--- src/rtl/usbf_utmi_phy_pkg.sv ---
// Shared encodings for the UTMI PHY model: TX/RX state enums, OpMode values
// and the counter-width helper.
package usbf_utmi_phy_pkg;

  typedef enum logic [1:0] {
    TX_IDLE = 2'd0,
    TX_SYNC = 2'd1,
    TX_DATA = 2'd2,
    TX_EOP  = 2'd3
  } tx_state_t;

  typedef enum logic [1:0] {
    RX_IDLE   = 2'd0,
    RX_ACTIVE = 2'd1,
    RX_ERR    = 2'd2
  } rx_state_t;

  localparam logic [1:0] OPMODE_NORMAL = 2'b00;
  localparam logic [1:0] OPMODE_NONDRV = 2'b01;
  localparam logic [1:0] OPMODE_RAW    = 2'b10;

  // Smallest width (at least 1) that can hold max_val.
  function automatic int cnt_width(input int max_val);
    int w;
    w = 1;
    while ((2 ** w) <= max_val) w++;
    return w;
  endfunction

endpackage

--- src/rtl/usbf_utmi_phy_if.sv ---
// Link-side UTMI signal bundle; master = link controller, slave = PHY.
interface usbf_utmi_phy_if;
  logic [7:0] DataOut;
  logic       TxValid;
  logic       TxReady;
  logic [7:0] DataIn;
  logic       RxValid;
  logic       RxActive;
  logic       RxError;
  logic       XcvSelect;
  logic       TermSel;
  logic       SuspendM;
  logic [1:0] OpMode;
  logic [1:0] LineState;

  modport master (
    output DataOut, TxValid, XcvSelect, TermSel, SuspendM, OpMode,
    input  TxReady, DataIn, RxValid, RxActive, RxError, LineState
  );

  modport slave (
    input  DataOut, TxValid, XcvSelect, TermSel, SuspendM, OpMode,
    output TxReady, DataIn, RxValid, RxActive, RxError, LineState
  );
endinterface

--- src/rtl/usbf_utmi_phy_rx.sv ---
// Receive path: frames line-side bytes into DataIn/RxValid/RxActive/RxError.
// state     | meaning
// RX_IDLE   | waiting for sop (ignored while tx_block)
// RX_ACTIVE | packet in progress, bytes forwarded with 1-cycle latency
// RX_ERR    | one-cycle error indication, then back to idle
module usbf_utmi_phy_rx
  import usbf_utmi_phy_pkg::*;
(
  input  logic       phy_clk,
  input  logic       rst,
  input  logic       suspend_m,
  input  logic       tx_block,
  input  logic [7:0] byte_data,
  input  logic       byte_valid,
  input  logic       sop,
  input  logic       eop,
  input  logic       err,
  output logic [7:0] data_in,
  output logic       rx_valid,
  output logic       rx_active,
  output logic       rx_error
);

  rx_state_t rx_state;

  always_ff @(posedge phy_clk or negedge rst) begin
    if (!rst) begin
      rx_state  <= RX_IDLE;
      data_in   <= 8'h00;
      rx_valid  <= 1'b0;
      rx_active <= 1'b0;
      rx_error  <= 1'b0;
    end else begin
      rx_valid <= 1'b0;
      if (!suspend_m) begin
        rx_state  <= RX_IDLE;
        rx_active <= 1'b0;
        rx_error  <= 1'b0;
      end else begin
        case (rx_state)
          RX_IDLE: begin
            rx_error <= 1'b0;
            if (sop && !tx_block) begin
              rx_state  <= RX_ACTIVE;
              rx_active <= 1'b1;
            end
          end
          RX_ACTIVE: begin
            // A byte coinciding with eop is still delivered; one with err is dropped.
            if (byte_valid && !err) begin
              rx_valid <= 1'b1;
              data_in  <= byte_data;
            end
            if (err) begin
              rx_state <= RX_ERR;
              rx_error <= 1'b1;
            end else if (eop) begin
              rx_state  <= RX_IDLE;
              rx_active <= 1'b0;
            end
          end
          RX_ERR: begin
            rx_state  <= RX_IDLE;
            rx_active <= 1'b0;
            rx_error  <= 1'b0;
          end
          default: begin
            rx_state  <= RX_IDLE;
            rx_active <= 1'b0;
            rx_error  <= 1'b0;
          end
        endcase
      end
    end
  end

endmodule

--- src/rtl/usbf_utmi_phy.sv ---
// UTMI PHY behavioural top: TX FSM with SYNC/EOP/FS pacing plus RX sub-module.
// Optional TX->RX loopback when USBF_UTMI_PHY_LOOPBACK_EN is defined.
// state   | meaning
// TX_IDLE | no packet; waits for a fresh TxValid
// TX_SYNC | SYNC_CYCLES of sync pattern, TxReady low
// TX_DATA | byte transfer, TxReady every cycle (HS) or paced by FS_GAP (FS)
// TX_EOP  | EOP_CYCLES of end-of-packet, TxReady low
module usbf_utmi_phy
  import usbf_utmi_phy_pkg::*;
#(
  parameter int SYNC_CYCLES = 4,
  parameter int EOP_CYCLES  = 2,
  parameter int FS_GAP      = 3
) (
  input  logic           phy_clk,
  input  logic           rst,
  usbf_utmi_phy_if.slave utmi,
  output logic [7:0]     ser_tx_data,
  output logic           ser_tx_valid,
  output logic           ser_tx_sop,
  output logic           ser_tx_eop,
  input  logic [7:0]     ser_rx_data,
  input  logic           ser_rx_valid,
  input  logic           ser_rx_sop,
  input  logic           ser_rx_eop,
  input  logic           ser_rx_err,
  input  logic [1:0]     line_state_i
);

  localparam int CNT_MAX = (SYNC_CYCLES > EOP_CYCLES)
                         ? ((SYNC_CYCLES > FS_GAP) ? SYNC_CYCLES : FS_GAP)
                         : ((EOP_CYCLES > FS_GAP) ? EOP_CYCLES : FS_GAP);
  localparam int CW = cnt_width(CNT_MAX);
  localparam logic [CW-1:0] SYNC_LOAD = CW'(SYNC_CYCLES);
  localparam logic [CW-1:0] EOP_LOAD  = CW'(EOP_CYCLES);
  localparam logic [CW-1:0] GAP_LOAD  = CW'(FS_GAP);
  localparam logic [CW-1:0] ONE       = CW'(1);

  tx_state_t   tx_state;
  logic [CW-1:0] cnt;
  logic        tx_ready;
  logic        tx_arm;
  logic        pkt_raw;
  logic        tx_raw;
  logic        tx_start;
  logic        xfer;
  logic [1:0]  line_state_q;

  logic [7:0]  rx_byte_data;
  logic        rx_byte_valid;
  logic        rx_sop;
  logic        rx_eop;
  logic        rx_err;
  logic        rx_tx_block;
  logic [7:0]  rx_data_in;
  logic        rx_valid;
  logic        rx_active;
  logic        rx_error;

  assign tx_raw   = (utmi.OpMode == OPMODE_RAW);
  assign tx_start = (tx_state == TX_IDLE) && utmi.TxValid && tx_arm && utmi.SuspendM &&
                    ((utmi.OpMode == OPMODE_NORMAL) || tx_raw);
  assign xfer     = (tx_state == TX_DATA) && utmi.TxValid && tx_ready;

  always_ff @(posedge phy_clk or negedge rst) begin
    if (!rst) begin
      tx_state     <= TX_IDLE;
      cnt          <= '0;
      tx_ready     <= 1'b0;
      tx_arm       <= 1'b0;
      pkt_raw      <= 1'b0;
      ser_tx_data  <= 8'h00;
      ser_tx_valid <= 1'b0;
      ser_tx_sop   <= 1'b0;
      ser_tx_eop   <= 1'b0;
    end else begin
      ser_tx_sop   <= 1'b0;
      ser_tx_eop   <= 1'b0;
      ser_tx_valid <= xfer;
      if (xfer) ser_tx_data <= utmi.DataOut;
      // A new packet needs TxValid to have been low since reset, suspend or the last start.
      tx_arm <= !utmi.TxValid || (tx_arm && utmi.SuspendM && !tx_start);
      if (!utmi.SuspendM) begin
        tx_state     <= TX_IDLE;
        tx_ready     <= 1'b0;
        ser_tx_valid <= 1'b0;
        cnt          <= '0;
      end else begin
        case (tx_state)
          TX_IDLE: begin
            tx_ready <= 1'b0;
            if (tx_start) begin
              pkt_raw    <= tx_raw;
              cnt        <= tx_raw ? '0 : SYNC_LOAD;
              tx_state   <= tx_raw ? TX_DATA : TX_SYNC;
              ser_tx_sop <= !tx_raw;
            end
          end
          TX_SYNC: begin
            if (cnt <= ONE) begin
              tx_state <= TX_DATA;
              cnt      <= '0;
            end else begin
              cnt <= cnt - ONE;
            end
          end
          TX_DATA: begin
            if (!utmi.TxValid) begin
              tx_ready <= 1'b0;
              if (pkt_raw) begin
                tx_state <= TX_IDLE;
                cnt      <= '0;
              end else begin
                tx_state   <= TX_EOP;
                cnt        <= EOP_LOAD;
                ser_tx_eop <= 1'b1;
              end
            end else if (!utmi.XcvSelect) begin
              tx_ready <= 1'b1;
            end else if (tx_ready) begin
              tx_ready <= 1'b0;
              cnt      <= GAP_LOAD;
            end else if (cnt <= ONE) begin
              tx_ready <= 1'b1;
              cnt      <= '0;
            end else begin
              cnt <= cnt - ONE;
            end
          end
          TX_EOP: begin
            if (cnt <= ONE) begin
              tx_state <= TX_IDLE;
              cnt      <= '0;
            end else begin
              cnt <= cnt - ONE;
            end
          end
          default: begin
            tx_state <= TX_IDLE;
            tx_ready <= 1'b0;
            cnt      <= '0;
          end
        endcase
      end
    end
  end

  always_ff @(posedge phy_clk or negedge rst) begin
    if (!rst) line_state_q <= 2'b00;
    else      line_state_q <= line_state_i;
  end

`ifdef USBF_UTMI_PHY_LOOPBACK_EN
  logic tx_done;
  logic lb_end;

  // RxActive opens with TX start and closes one cycle after the last EOP cycle.
  assign tx_done = ((tx_state == TX_EOP) && (cnt <= ONE)) ||
                   ((tx_state == TX_DATA) && pkt_raw && !utmi.TxValid);

  always_ff @(posedge phy_clk or negedge rst) begin
    if (!rst) lb_end <= 1'b0;
    else      lb_end <= tx_done;
  end

  assign rx_byte_data  = ser_tx_data;
  assign rx_byte_valid = ser_tx_valid;
  assign rx_sop        = tx_start;
  assign rx_eop        = lb_end;
  assign rx_err        = 1'b0;
  assign rx_tx_block   = 1'b0;
`else
  assign rx_byte_data  = ser_rx_data;
  assign rx_byte_valid = ser_rx_valid;
  assign rx_sop        = ser_rx_sop;
  assign rx_eop        = ser_rx_eop;
  assign rx_err        = ser_rx_err;
  assign rx_tx_block   = (tx_state != TX_IDLE) || tx_start;
`endif

  usbf_utmi_phy_rx u_rx (
    .phy_clk    (phy_clk),
    .rst        (rst),
    .suspend_m  (utmi.SuspendM),
    .tx_block   (rx_tx_block),
    .byte_data  (rx_byte_data),
    .byte_valid (rx_byte_valid),
    .sop        (rx_sop),
    .eop        (rx_eop),
    .err        (rx_err),
    .data_in    (rx_data_in),
    .rx_valid   (rx_valid),
    .rx_active  (rx_active),
    .rx_error   (rx_error)
  );

  assign utmi.TxReady   = tx_ready;
  assign utmi.DataIn    = rx_data_in;
  assign utmi.RxValid   = rx_valid;
  assign utmi.RxActive  = rx_active;
  assign utmi.RxError   = rx_error;
  assign utmi.LineState = line_state_q;

endmodule
--- src/flat_wrapper.sv ---
// flat-port wrapper written by rule: the top's interface ports become plain ports
module usbf_utmi_phy_flat import usbf_utmi_phy_pkg::*;
#(
  parameter int SYNC_CYCLES = 4,
  parameter int EOP_CYCLES  = 2,
  parameter int FS_GAP      = 3
)
  (phy_clk, rst, ser_tx_data, ser_tx_valid, ser_tx_sop, ser_tx_eop, ser_rx_data, ser_rx_valid, ser_rx_sop, ser_rx_eop, ser_rx_err, line_state_i, utmi_DataOut, utmi_TxValid, utmi_XcvSelect, utmi_TermSel, utmi_SuspendM, utmi_OpMode, utmi_TxReady, utmi_DataIn, utmi_RxValid, utmi_RxActive, utmi_RxError, utmi_LineState);
  usbf_utmi_phy_if utmi_i ();
  input  logic phy_clk;
  input  logic rst;
  output logic [7:0] ser_tx_data;
  output logic ser_tx_valid;
  output logic ser_tx_sop;
  output logic ser_tx_eop;
  input  logic [7:0] ser_rx_data;
  input  logic ser_rx_valid;
  input  logic ser_rx_sop;
  input  logic ser_rx_eop;
  input  logic ser_rx_err;
  input  logic [1:0] line_state_i;
  input wire logic [$bits(utmi_i.DataOut)-1:0] utmi_DataOut;
  input wire logic [$bits(utmi_i.TxValid)-1:0] utmi_TxValid;
  input wire logic [$bits(utmi_i.XcvSelect)-1:0] utmi_XcvSelect;
  input wire logic [$bits(utmi_i.TermSel)-1:0] utmi_TermSel;
  input wire logic [$bits(utmi_i.SuspendM)-1:0] utmi_SuspendM;
  input wire logic [$bits(utmi_i.OpMode)-1:0] utmi_OpMode;
  output wire logic [$bits(utmi_i.TxReady)-1:0] utmi_TxReady;
  output wire logic [$bits(utmi_i.DataIn)-1:0] utmi_DataIn;
  output wire logic [$bits(utmi_i.RxValid)-1:0] utmi_RxValid;
  output wire logic [$bits(utmi_i.RxActive)-1:0] utmi_RxActive;
  output wire logic [$bits(utmi_i.RxError)-1:0] utmi_RxError;
  output wire logic [$bits(utmi_i.LineState)-1:0] utmi_LineState;
  assign utmi_i.DataOut = utmi_DataOut;
  assign utmi_i.TxValid = utmi_TxValid;
  assign utmi_i.XcvSelect = utmi_XcvSelect;
  assign utmi_i.TermSel = utmi_TermSel;
  assign utmi_i.SuspendM = utmi_SuspendM;
  assign utmi_i.OpMode = utmi_OpMode;
  assign utmi_TxReady = utmi_i.TxReady;
  assign utmi_DataIn = utmi_i.DataIn;
  assign utmi_RxValid = utmi_i.RxValid;
  assign utmi_RxActive = utmi_i.RxActive;
  assign utmi_RxError = utmi_i.RxError;
  assign utmi_LineState = utmi_i.LineState;
  usbf_utmi_phy #(.SYNC_CYCLES(SYNC_CYCLES), .EOP_CYCLES(EOP_CYCLES), .FS_GAP(FS_GAP)) u_core (.phy_clk(phy_clk), .rst(rst), .utmi(utmi_i), .ser_tx_data(ser_tx_data), .ser_tx_valid(ser_tx_valid), .ser_tx_sop(ser_tx_sop), .ser_tx_eop(ser_tx_eop), .ser_rx_data(ser_rx_data), .ser_rx_valid(ser_rx_valid), .ser_rx_sop(ser_rx_sop), .ser_rx_eop(ser_rx_eop), .ser_rx_err(ser_rx_err), .line_state_i(line_state_i));
endmodule
--- config.mk ---
export PLATFORM = sky130hd
export DESIGN_NAME = usbf_utmi_phy_flat
export DESIGN_NICKNAME = d
export VERILOG_FILES = /design/src/rtl/usbf_utmi_phy_pkg.sv /design/src/rtl/usbf_utmi_phy_if.sv /design/src/rtl/usbf_utmi_phy_rx.sv /design/src/rtl/usbf_utmi_phy.sv /design/src/flat_wrapper.sv
export SDC_FILE = /design/constraint.sdc
export NUM_CORES = 1
export LEC_CHECK = 0
export BUFFER_PORTS_ARGS = -buffer_cell sky130_fd_sc_hd__clkbuf_2
export CAP_MARGIN = 20
export CORE_MARGIN = 8
export CORE_UTILIZATION = 44
export CTS_CLUSTER_SIZE = 25
export DETAILED_ROUTE_END_ITERATION = 8
export PLACE_DENSITY = 0.75
export SYNTH_ARGS = -nofsm -noshare
export SYNTH_HDL_FRONTEND = slang
export SYNTH_HIERARCHICAL = 1
export SYNTH_SLANG_ARGS = --single-unit
--- constraint.sdc ---
create_clock -name phy_clk -period 1.3 [get_ports phy_clk]
set_clock_uncertainty 0.05 [all_clocks]
set_input_delay 0.065 -clock phy_clk [delete_from_list [all_inputs] [get_ports phy_clk]]
set_output_delay 0.065 -clock phy_clk [all_outputs]
set_load 0.05 [all_outputs]
# After elaboration in Yosys (flattened, before gate mapping)
# Cells that the tools add are included.
dict set report totals {
  regBits 34
  in_bits 30
  output_inout_bits 25
  wordCells 109
}
dict set report classes {
  addsub 1
  order_cmp 1
  eq_ne 16
  mux 47
  reduce_logical 29
}
# op n
set op_table {}
lappend op_table {{two-way mux 2 bit} 12}
lappend op_table {{two-way mux 1 bit} 23}
lappend op_table {{two-way mux 3 bit} 7}
lappend op_table {{!= test 3 bit (second input constant)} 5}
lappend op_table {{logical AND 1 bit} 10}
lappend op_table {{!= test 3 x 2 -> 1 bit (second input constant)} 3}
lappend op_table {{case mux 3 bit (3 select lines)} 1}
lappend op_table {{AND reduction 3 bit} 3}
lappend op_table {{!= test 4 bit (second input constant)} 2}
lappend op_table {{case mux 2 bit (4 select lines)} 1}
lappend op_table {{equality test 2 bit (second input constant)} 3}
lappend op_table {{logical NOT 2 bit} 3}
lappend op_table {{logical NOT 1 bit} 5}
lappend op_table {{equality test 2 x 1 -> 1 bit (second input constant)} 2}
lappend op_table {{case mux 1 bit (2 select lines)} 2}
lappend op_table {{case mux 2 bit (2 select lines)} 1}
lappend op_table {{AND reduction 2 bit} 2}
lappend op_table {{AND reduction 4 bit} 1}
lappend op_table {{<= comparator 3 x 1 -> 1 bit (second input constant)} 1}
lappend op_table {{logical OR 1 bit} 3}
lappend op_table {{!= test 3 x 1 -> 1 bit (second input constant)} 1}
lappend op_table {{subtractor 3 x 1 -> 3 bit (second input constant)} 1}
lappend op_table {{nonzero test 2 bit} 1}
lappend op_table {{OR reduction 2 bit} 1}

# Longest topological paths before layout
# Gate-level depths: netlist (run 1).
dict set report logic_depth {
  depth_word 11
  depth_mapped 6
  mapped_depth_nobuf 6
}

# Modules after synthesis
# The synthesis (run 1) kept the hierarchy.
# module n_inst cells_per_inst area_per_inst_um2 seq_area_each_um2
set by_module_without_submodules {}
lappend by_module_without_submodules {usbf_utmi_phy 1 92 1041.0 525.5}
lappend by_module_without_submodules {usbf_utmi_phy_rx 1 36 513.0 325.3}

# Least setup slack after synthesis (run 1)
# OpenSTA, ideal clock, no wires.
dict set report synth_timing {
  path_type {register to register}
  from {register u_core.tx_ready (netlist: u_core/utmi.TxReady)}
  to {register u_core.ser_tx_data[0]}
  setup_time_ns 0.125
  t_arrival_ns 1.332
  required_time_ns 1.125
  slack_ns -0.206
  path_stages_with_launch 4
  path_buffers 0
  synth_period_minus_slack_ns 1.506
  path_cell_list {dfrtp_1 and2_1 nand2_2 mux2_2}
}
dict set report synth_via {
  elab_chain_cells 1
}
# item line_no
set synth_rtl {}
lappend synth_rtl {{start, declared} usbf_utmi_phy.sv:41} ;# logic tx_ready;
lappend synth_rtl {{start signal, assigned} usbf_utmi_phy.sv:69} ;# tx_ready <= 1'b0;
lappend synth_rtl {{start signal, assigned} usbf_utmi_phy.sv:85} ;# tx_ready <= 1'b0;
lappend synth_rtl {{start signal, assigned} usbf_utmi_phy.sv:91} ;# tx_ready <= 1'b0;
lappend synth_rtl {{logical AND 1 bit} usbf_utmi_phy.sv:63} ;# assign xfer = (tx_state == TX_DATA) && utmi.TxValid && tx_ready;
lappend synth_rtl {{end signal, assigned} usbf_utmi_phy.sv:80} ;# if (xfer) ser_tx_data <= utmi.DataOut;
lappend synth_rtl {{end, declared} usbf_utmi_phy.sv:18} ;# output logic [7:0] ser_tx_data,
# Every way passes these cells.
# A chain may end at the register's enable or synchronous reset.

# Final worst setup path (run 1)
dict set report layout_timing {
  from {register u_core.u_rx.rx_state[1]}
  to {register u_core.u_rx.data_in[3]}
}
dict set report layout_via {
  elab_chain_cells 2
}
# item line_no
set layout_rtl {}
lappend layout_rtl {{start, declared} usbf_utmi_phy_rx.sv:24} ;# rx_state_t rx_state;
lappend layout_rtl {{start signal, assigned} usbf_utmi_phy_rx.sv:28} ;# rx_state <= RX_IDLE;
lappend layout_rtl {{start signal, assigned} usbf_utmi_phy_rx.sv:36} ;# rx_state <= RX_IDLE;
lappend layout_rtl {{start signal, assigned} usbf_utmi_phy_rx.sv:44} ;# rx_state <= RX_ACTIVE;
lappend layout_rtl {{equality test 2 x 1 -> 1 bit} usbf_utmi_phy_rx.sv:40} ;# case (rx_state)
lappend layout_rtl {{AND reduction 3 bit (no source line)} -}
lappend layout_rtl {{end signal, assigned} usbf_utmi_phy_rx.sv:52} ;# data_in <= byte_data;
lappend layout_rtl {{end, declared} usbf_utmi_phy_rx.sv:18} ;# output logic [7:0] data_in,
# Every way passes these cells.

==> flow_metrics.tcl, run 1 <==
set metrics [dict create \
    wirelength_mm 4.54 \
    drive_gt1_share_pct 53.1 \
    drt_iter0_drc 67 \
    grt_max_degree 21 \
    die_h_um 75.4 \
    crit_path_start_kind "flop" \
    avgRoutedWirePerCell_um 16.8 \
    fin_util_pct 73.0 \
    antenna_found_initial 0 \
    post-synth-top-count-cell "dfrtp_1" \
    grt_pass1_wl_mm 7.07 \
    track_usage_pct 16.4 \
    floorplan.initialDensity_pct 46.2 \
    place_congestion 0.878 \
    path_clk_slew_ps 100 \
    period_needed_ps 1430 \
    synth-edff-count 0 \
    postSynthAreaPerCell_um2 12.1 \
    synthTopCellsByCount "34 x dfrtp_1, 17 x mux2_2, 13 x nor2_1" \
    synth_top_area_share_pct 54.8 \
    violations "setup timing" \
    yosysTopAreaCell "dfrtp_1" \
    layout.cells.non_filler 271 \
    timing.fmax_ghz 0.699 \
    dp.cells 234 \
    setup_viol 14 \
    routed_via_density 5.04 \
    path_max_fanout 9 \
    die_w_um 75.4 \
    clk_path_buf_depth 2 \
    synth_ff_type "dfrtp_1" \
    cts_tree "done" \
    syn-cell-area_um2 1550 \
    synth_seq_cells 34 \
    nets 255 \
    finalCritPeriodShare_pct 110 \
    nFillCells 243 \
    synth_cells 128 \
    boundaryPins 55 \
    io_buffer_count 53 \
    drv_slew 0 \
    finalHoldViolCount 0 \
    synth_cell_types 41 \
    place_hpwl_mm 2.90 \
    drt_pass1_iterations 4 \
    slew_headroom_pct 70.4 \
    timing.hold.ws_ps 24.8 \
    synth-async-reset-ratio_pct 100 \
    cp.arrival_ps 1610 \
    vdd_drop_max_mv 0.745 \
    vias 1367 \
    grt_pass1_vias 1475 \
    grt_overflow 0 \
    cts_made_buffers 5 \
    syn_nets 160 \
    cellLeakagePower_nw 1.22 \
    outcome "finished with violations" \
    max_cap_viol_count 0 \
    area_growth_pct 58.0 \
    fin_ws_ps -132 \
    end_kind "flop" \
    power_density_nw_per_um2 1250 \
    dp_worst_setup_slack_ps -145 \
    yosysSeqAreaShare_pct 54.8 \
    rsz0062_at_grt "true" \
    cts_htree_levels 2 \
    power_mw 3.07 \
    clock_latency_ps 340 \
    core_area_um2 3360 \
    fp-row-count 21 \
    cp_data_required_time_ps 1480 \
    clkSinkCount 34 \
    ant_nets 0 \
    hp-class "primary input to flop" \
    worstHoldPathCells 3 \
    dieArea_um2 5690 \
    path_class "flop to flop" \
    cts-root-buf "clkbuf_4" \
    rr_worst_depth 4 \
    ys_top_cells_by_area "dfrtp_1 55%, mux2_2 12%, nor2_1 3.1%, o21ai_0 1.9%, ha_1 1.6%" \
    tightest_slew_ps 444 \
    ys_warn_count 6 \
    drc 0 \
]
-- routing by layer --
layer / track usage [%] / up-vias / routed length (um)
met5: 0 / - / 0
met4: 7.68 / 0 / 48
met3: 5.13 / 4 / 340
met2: 27.7 / 49 / 2320
met1: 18.5 / 670 / 1830
li1: - / 644 / -
-- final cells by class --
| type | instances | area (um^2) | area share, % |
|---|---|---|---|
| multi-input combinational | 83 | 803 | 32.7 |
| antenna | 1 | 2.50 | 0.102 |
| timing repair buffer | 94 | 656 | 26.7 |
| clock inverter | 2 | 12.5 | 0.510 |
| sequential | 34 | 853 | 34.8 |
| tap | 46 | 57.6 | 2.34 |
| inverter | 5 | 18.8 | 0.765 |
| clock buffer | 6 | 51.3 | 2.09 |
-- placed cells by master, fill, tap and decap left out, types with 2 or more instances in the layout --
cell type      Yosys  routed
clkbuf_2           0      53
dfrtp_1           34      32
dlygate4sd3_1      0      25
buf_4              2      13
mux2_4             0      11
nor2_1            13      10
mux2_2            17       7
clkbuf_4           0       5
inv_1              5       4
o21ai_0            6       4
nand2_1            3       3
a21oi_1            3       3
a21o_1             3       3
nor2_2             0       2
o21ai_1            0       2
nand2b_1           3       2
nand3b_1           2       2
a221o_1            2       2
a211oi_2           1       2
ha_4               0       2
dfrtp_2            0       2
buf_6              2       2
nor2b_1            3       2
-- repair_timing --
item,in CTS,in global routing
endpoints found under the hold margin,58,0
gates resized for setup,13,12
cloned,0,0
setup buffers,2,1
pin swaps,4,3
hold buffers,25,0
endpoints found under the setup margin,15,17
-- metrics by stage --
stage          cell area [um^2]  TNS (ps)
5_1_grt                    2450     -2270
4_1_cts                    2390     -1300
3_3_place_gp               2010      -752
2_1_floorplan              1620      -404
3_5_place_dp               2010     -1360
6_report                   2450     -1320
-- final timing paths --
check / startpoint / to / slack (ps)
worst min-delay path: utmi_SuspendM / u_core/u_rx/rx_error$_DFFE_PN0P_ / 20
worst min register to register: u_core/ser_tx_data[5]$_DFFE_PN0P_ / u_core/ser_tx_data[5]$_DFFE_PN0P_ / 470
worst max register to register: u_core/u_rx/rx_state[1]$_DFFE_PN0P_ / u_core/u_rx/data_in[3]$_DFFE_PN0P_ / -130
min in group asynchronous: rst / u_core/cnt[1]$_DFFE_PN0P_ / 170
max in group asynchronous: rst / u_core/u_rx/data_in[0]$_DFFE_PN0P_ / 580
worst max-delay path: u_core/u_rx/rx_state[1]$_DFFE_PN0P_ / u_core/u_rx/data_in[3]$_DFFE_PN0P_ / -130
-- worst max-delay path: stages, from the launching register on --
cell	delay, ps
dfrtp_1	390
nand3b_1	190
nor3b_2	190
buf_6	180
mux2_2	340
-- sequential cells by signal (all words and copies together) (netlist names) --
| name | flops |
|---|---|
| u_core/tx_arm | 1 |
| u_core/ser_tx_data | 8 |
| u_core/u_rx/rx_active | 1 |
| u_core/utmi.TxReady | 1 |
| u_core/pkt_raw | 1 |
| u_core/ser_tx_sop | 1 |
| u_core/tx_state | 2 |
| u_core/u_rx/data_in | 8 |
| u_core/u_rx/rx_error | 1 |
| u_core/u_rx/rx_valid | 1 |
| u_core/ser_tx_eop | 1 |
| u_core/cnt | 3 |
| u_core/u_rx/rx_state | 2 |
| u_core/utmi.LineState | 2 |
| u_core/ser_tx_valid | 1 |
-- where the power goes --
part | total [mW] | leakage [nW] | internal [mW] | switching, mW
Clock | 0.627 | 0.0343 | 0.260 | 0.367
Sequential | 1.29 | 0.447 | 1.19 | 0.0982
Combinational | 1.15 | 0.743 | 0.447 | 0.707
Total | 3.07 | 1.22 | 1.90 | 1.17
-- cells by family after synthesis --
logic type | after synthesis | synth area share [%]
adder cells (fa/ha/maj) | 2 | 1.61
AO/OA/AOI/OAI | 28 | 13.4
flip-flops | 34 | 54.8
XOR/XNOR | 1 | 0.564
multiplexers | 19 | 13.7
AND/OR/NAND/NOR | 33 | 11.9
buffers and inverters | 11 | 4.11
(Power assumes the default switching activity.)
==> run 2: changes to the inputs <==
--- a/config.mk
+++ b/config.mk
@@ -8,10 +8,10 @@
 export BUFFER_PORTS_ARGS = -buffer_cell sky130_fd_sc_hd__clkbuf_2
 export CAP_MARGIN = 20
 export CORE_MARGIN = 8
-export CORE_UTILIZATION = 44
+export CORE_UTILIZATION = 52
 export CTS_CLUSTER_SIZE = 25
 export DETAILED_ROUTE_END_ITERATION = 8
-export PLACE_DENSITY = 0.75
+export PLACE_DENSITY = 0.83
 export SYNTH_ARGS = -nofsm -noshare
 export SYNTH_HDL_FRONTEND = slang
 export SYNTH_HIERARCHICAL = 1
==> constraint.sdc (replaced) <==
create_clock -name phy_clk -period 1.8 [get_ports phy_clk]
set_clock_uncertainty 0.05 [all_clocks]
set_input_delay 0.09 -clock phy_clk [delete_from_list [all_inputs] [get_ports phy_clk]]
set_output_delay 0.09 -clock phy_clk [all_outputs]
set_load 0.05 [all_outputs]
==> run 2 against run 1 <==
Compared with the run above: the flow now finishes without violations; critical path depth grew 2; largest power group unchanged; maximum frequency fell by 9.5%; largest cell class unchanged; total power fell by 32%.
==> flow_metrics.tcl, run 2 (same netlist as run 1, synthesis figures left out) <==
set metrics [dict create \
    dp.cells 211 \
    drv_slew 0 \
    drc 0 \
    placedInstanceArea_um2 1840 \
    cts_tree "done" \
    grt_overflow 0 \
    boundaryPins 55 \
    path_buf_inv 1 \
    place_hpwl_mm 2.63 \
    stdcell_area_um2 2120 \
    vdd_drop_max_mv 0.568 \
    vias 1298 \
    die_w_um 70.7 \
    tightest_slew_ps 825 \
    core_area_um2 2950 \
    cts-root-buf "clkbuf_4" \
    grt_pass1_vias 1332 \
    antenna_found_initial 0 \
    nets 239 \
    slew_headroom_pct 45.0 \
    clock_latency_ps 350 \
    place_congestion 0.773 \
    crit_family "compound AO/OA/AOI/OAI gates" \
    setup_viol 0 \
    timing.fmax_ghz 0.632 \
    io_buffer_count 53 \
    layout_commonest_cell "clkbuf_2" \
    wirelength_mm 4.28 \
    grt_max_degree 35 \
    max_cap_viol_count 0 \
    clkSinkCount 34 \
    power_density_nw_per_um2 978 \
    cts_made_buffers 5 \
    drt_iter0_drc 81 \
    avgRoutedWirePerCell_um 17.8 \
    slowest_stage "dfrtp_1" \
    fp-row-count 20 \
    mostFrequentLayoutCells "53 x clkbuf_2, 34 x dfrtp_1, 22 x dlygate4sd3_1" \
    cp_slowest_stage_delay_ps 410 \
    post_cts_resized 0 \
    crit_path_start_kind "flop" \
    routed_via_density 5.39 \
    clk_path_buf_depth 2 \
    path_cells "inv_1 > ha_1 > o21ba_2 > nor2_1 > a211oi_1 > o31ai_1" \
    floorplan.initialDensity_pct 52.6 \
    worstHoldPathCells 3 \
    period_needed_ps 1580 \
    cp.depth 6 \
    diodes 0 \
    layout.cells.non_filler 241 \
    area_growth_pct 36.6 \
    path_class "flop to flop" \
    drive_gt1_share_pct 42.3 \
    grt_pass1_wl_mm 6.80 \
    drt_pass1_iterations 4 \
    ant_nets 0 \
    finalHoldViolCount 0 \
    rr_worst_depth 6 \
    outcome "completed" \
    rsz0062_at_grt "false" \
    cp.arrival_ps 1770 \
    top_regs "u_core/ser_tx_data x8, u_core/u_rx/data_in x8, u_core/cnt x3" \
    track_usage_pct 17.7 \
    cp_data_required_time_ps 1990 \
    hp-class "primary input to flop" \
    finalCritPeriodShare_pct 87.9 \
    end_kind "flop" \
    cellLeakagePower_nw 1.10 \
    setup_tns_ps 0 \
    path_max_fanout 4 \
    path_clk_slew_ps 100 \
    dieArea_um2 4990 \
    die_h_um 70.7 \
    cts_htree_levels 2 \
]
## run 2: cell types whose count changed in the layout (fill, tap and decap cells not counted), moves of 2 or more
cell,previous run,this run
ha_4,2,0
mux2_4,11,0
o21ai_0,4,6
buf_4,13,3
nor2_2,2,0
o21ai_1,2,0
dfrtp_2,2,0
dfrtp_1,32,34
mux2_2,7,17
buf_6,2,0
nor2_1,10,13
dlygate4sd3_1,25,22
ha_1,0,2
## run 2: layout make-up
type / count / area (um^2)
Clock inverter: 2 / 12.5
Timing Repair Buffer: 78 / 508
Sequential cell: 34 / 851
Inverter: 5 / 18.8
Tap cell: 33 / 41.3
Clock buffer: 6 / 51.3
Fill cell: 197 / 831
Multi-Input combinational cell: 83 / 639
## run 2: what timing repair did
action | in CTS | in global routing
endpoints found under the hold margin | 56 | 0
hold buffers | 22 | 0
buffers inserted | 0 | 0
## run 2: path summary, 6_finish.rpt
path                       slack [ps]                        startpoint                           endpoint
setup / recovery                  220         u_core/cnt[1]$_DFFE_PN0P_     u_core/tx_state[1]$_DFFE_PN0P_
hold / removal                     20                    utmi_OpMode[0]            u_core/tx_arm$_DFF_PN0_
setup reg to reg                  220         u_core/cnt[1]$_DFFE_PN0P_     u_core/tx_state[1]$_DFFE_PN0P_
hold reg to reg                   460  u_core/u_rx/rx_error$_DFFE_PN0P_   u_core/u_rx/rx_error$_DFFE_PN0P_
max in group asynchronous         840                               rst  u_core/ser_tx_data[0]$_DFFE_PN0P_
min in group asynchronous         320                               rst  u_core/ser_tx_data[6]$_DFFE_PN0P_
## run 2: stage by stage
| stage | setup slack, ps | power, mW | hold WS [ps] | utilization, % |
|---|---|---|---|---|
| finish | 218 | 2.08 | 19.2 | 71.9 |
| global route | 132 | 2.17 | 25.1 | 71.9 |
| CTS | 252 | 2.08 | 15.3 | 71.9 |
| detailed placement | 264 | 1.59 | 150 | 62.2 |
| global placement | 335 | 1.56 | 149 | 62.2 |
| floorplan | 294 | 1.41 | -256 | - |
## run 2: per-layer routing
metal  global-route usage, %  part of all wire (%)
met4                    7.62                   1.7
met3                    5.93                   6.0
met5                       0                     0
met2                    32.9                    56
met1                    17.4                    37
## run 2: where the power goes
group          internal (mW)  switching [mW]  leakage (nW)
combinational          0.227           0.462         0.610
sequential             0.861          0.0711         0.450
clock                  0.188           0.266        0.0343
total                   1.28           0.799          1.10
## run 2: worst reg2reg max path: cells and delay by family (launching register included)
family	cells	cell delay (ps)
adder cells (fa/ha/maj)	1	190
buffers and inverters	1	80
AND/OR/NAND/NOR	1	80
flip-flops	1	410
AO/OA/AOI/OAI	3	670
==> run 3: changes to the inputs <==
--- a/config.mk
+++ b/config.mk
@@ -8,10 +8,9 @@
 export BUFFER_PORTS_ARGS = -buffer_cell sky130_fd_sc_hd__clkbuf_2
 export CAP_MARGIN = 20
 export CORE_MARGIN = 8
-export CORE_UTILIZATION = 52
-export CTS_CLUSTER_SIZE = 25
+export CORE_UTILIZATION = 50
 export DETAILED_ROUTE_END_ITERATION = 8
-export PLACE_DENSITY = 0.83
+export PLACE_DENSITY = 0.8
 export SYNTH_ARGS = -nofsm -noshare
 export SYNTH_HDL_FRONTEND = slang
 export SYNTH_HIERARCHICAL = 1
==> run 3 against run 2 <==
Compared with the run above: design area up 1.2%; register-to-register slack better by 40 ps; die area up 3.1%; sequential share of layout area down 0.49 points; routed wire length down 12%; count of clock-buffer cells in the layout up 1; via count down 0.31%; cell count up 0.83%; setup slack better by 41 ps; total power up 3.4%; non-clock buffer count up 2; largest cell class unchanged; largest power group unchanged.
==> flow_metrics.tcl, run 3 (same netlist as run 1, synthesis figures left out) <==
set metrics [dict create \
    r2r-start "u_core/cnt[1]$_DFFE_PN0P_" \
    place_congestion 0.911 \
    layout.cells.non_filler 243 \
    dieArea_um2 5150 \
    path_class "flop to flop" \
    drv_slew 0 \
    grt_pass1_vias 1289 \
    clock_latency_ps 330 \
    drc 0 \
    fp-row-count 20 \
    die_h_um 71.8 \
    setup_viol 0 \
    routed_via_density 5.33 \
    mostFrequentLayoutCells "53 x clkbuf_2, 34 x dfrtp_1, 22 x dlygate4sd3_1" \
    max_cap_viol_count 0 \
    die_w_um 71.8 \
    avgRoutedWirePerCell_um 15.4 \
    wirelength_mm 3.75 \
    slew_headroom_pct 61.5 \
    drt_pass1_iterations 4 \
    crit_path_start_kind "flop" \
    finalCritPeriodShare_pct 85.6 \
    antenna_found_initial 0 \
    clk_path_buf_depth 2 \
    grt_max_degree 24 \
    cts-root-buf "clkbuf_4" \
    cp_slowest_stage_delay_ps 400 \
    nets 241 \
    path_clk_slew_ps 90 \
    vias 1294 \
    min_from "utmi_OpMode[0]" \
    diodes 0 \
    ant_nets 0 \
    layout_commonest_cell "clkbuf_2" \
    cellLeakagePower_nw 1.11 \
    drt_iter0_drc 49 \
    timing.hold.ws_ps 19.8 \
    grt_pass1_wl_mm 6.18 \
    cts_htree_levels 2 \
    boundaryPins 55 \
    rsz0062_at_grt "false" \
    area_growth_pct 38.2 \
    drive_gt1_share_pct 41.9 \
    finalHoldViolCount 0 \
    path_cells "inv_1 > ha_1 > o21ba_2 > nor2_1 > a211oi_1 > o31ai_1" \
    slowest_stage "dfrtp_1" \
    top_regs "u_core/ser_tx_data x8, u_core/u_rx/data_in x8, u_core/cnt x3" \
    crit_path_start "u_core/cnt[1]$_DFFE_PN0P_" \
    cp_data_required_time_ps 1970 \
    cp.arrival_ps 1710 \
    timing.fmax_ghz 0.649 \
    floorplan.initialDensity_pct 51.7 \
    tightest_slew_ps 577 \
    track_usage_pct 15.5 \
    end_kind "flop" \
    outcome "completed" \
    place_hpwl_mm 2.63 \
    stdcell_area_um2 2150 \
    vdd_drop_max_mv 0.608 \
    setup_tns_ps 0 \
    fin_util_pct 71.5 \
    io_buffer_count 53 \
    cts_made_buffers 5 \
    period_needed_ps 1540 \
    post_cts_resized 0 \
    clkSinkCount 34 \
    placedInstanceArea_um2 1850 \
    power_density_nw_per_um2 999 \
    dp.cells 213 \
    cts_tree "done" \
    hp-class "primary input to flop" \
    core_area_um2 3000 \
    path_max_fanout 4 \
    grt_overflow 0 \
]
==> run 3: changes by cell type in the layout (fill, tap and decap cells not counted) <==
cell / before / now
buf_4: 3 / 5
clkbuf_1: 0 / 2
bufinv_16: 0 / 1
clkbuf_8: 1 / 0
clkinv_2: 1 / 0
clkinvlp_4: 1 / 0
==> run 3: per-stage QoR <==
| step | setup slack (ps) | power, mW |
|---|---|---|
| final | 259 | 2.15 |
| after detailed placement | 273 | 1.59 |
| after global placement | 325 | 1.57 |
| after CTS | 251 | 2.17 |
| after floorplan | 294 | 1.41 |
| after global routing | 50.4 | 2.26 |
==> run 3: routing by layer <==
layer | routed length (um) | up-vias | track usage, %
met1 | 1520 | 619 | 17.2
met3 | 246 | 13 | 5.44
li1 | - | 616 | -
met4 | 121 | 0 | 9.07
met2 | 1870 | 46 | 25.0
met5 | 0 | - | 0
==> run 3: final cells by class <==
cell class	count	area, um^2
fillers	211	855
flip-flops and latches	34	851
multi-input cells	83	639
repair buffers	80	523
clock buffers	7	45.0
well taps	33	41.3
clock inverters	1	30.0
inverters	5	18.8
==> run 3: final timing paths <==
kind	endpoint	slack, ps	depth (start not counted)
setup / recovery	u_core/tx_state[1]$_DFFE_PN0P_	260	6
hold / removal	u_core/tx_arm$_DFF_PN0_	20	3
setup reg to reg	u_core/tx_state[1]$_DFFE_PN0P_	260	6
hold reg to reg	u_core/u_rx/rx_active$_DFFE_PN0P_	460	1
max in group asynchronous	u_core/ser_tx_data[4]$_DFFE_PN0P_	950	3
min in group asynchronous	u_core/u_rx/rx_active$_DFFE_PN0P_	220	2
==> run 3: power breakdown <==
group	total, mW	internal [mW]	leakage [nW]	switching, mW
Sequential	0.932	0.862	0.450	0.0706
Combinational	0.679	0.229	0.620	0.450
Clock	0.535	0.295	0.0395	0.241
==> run 3: what timing repair did <==
| action | CTS | global route |
|---|---|---|
| setup buffers | 0 | 0 |
| hold endpoints to repair | 43 | 0 |
| hold buffers | 22 | 0 |
==> run 3: critical path: cells and delay by family (launching register included) <==
| family | cells | cell delay [ps] |
|---|---|---|
| AO/OA/AOI/OAI | 3 | 640 |
| flip-flops | 1 | 400 |
| adder cells (fa/ha/maj) | 1 | 180 |
| buffers and inverters | 1 | 80 |
| AND/OR/NAND/NOR | 1 | 80 |
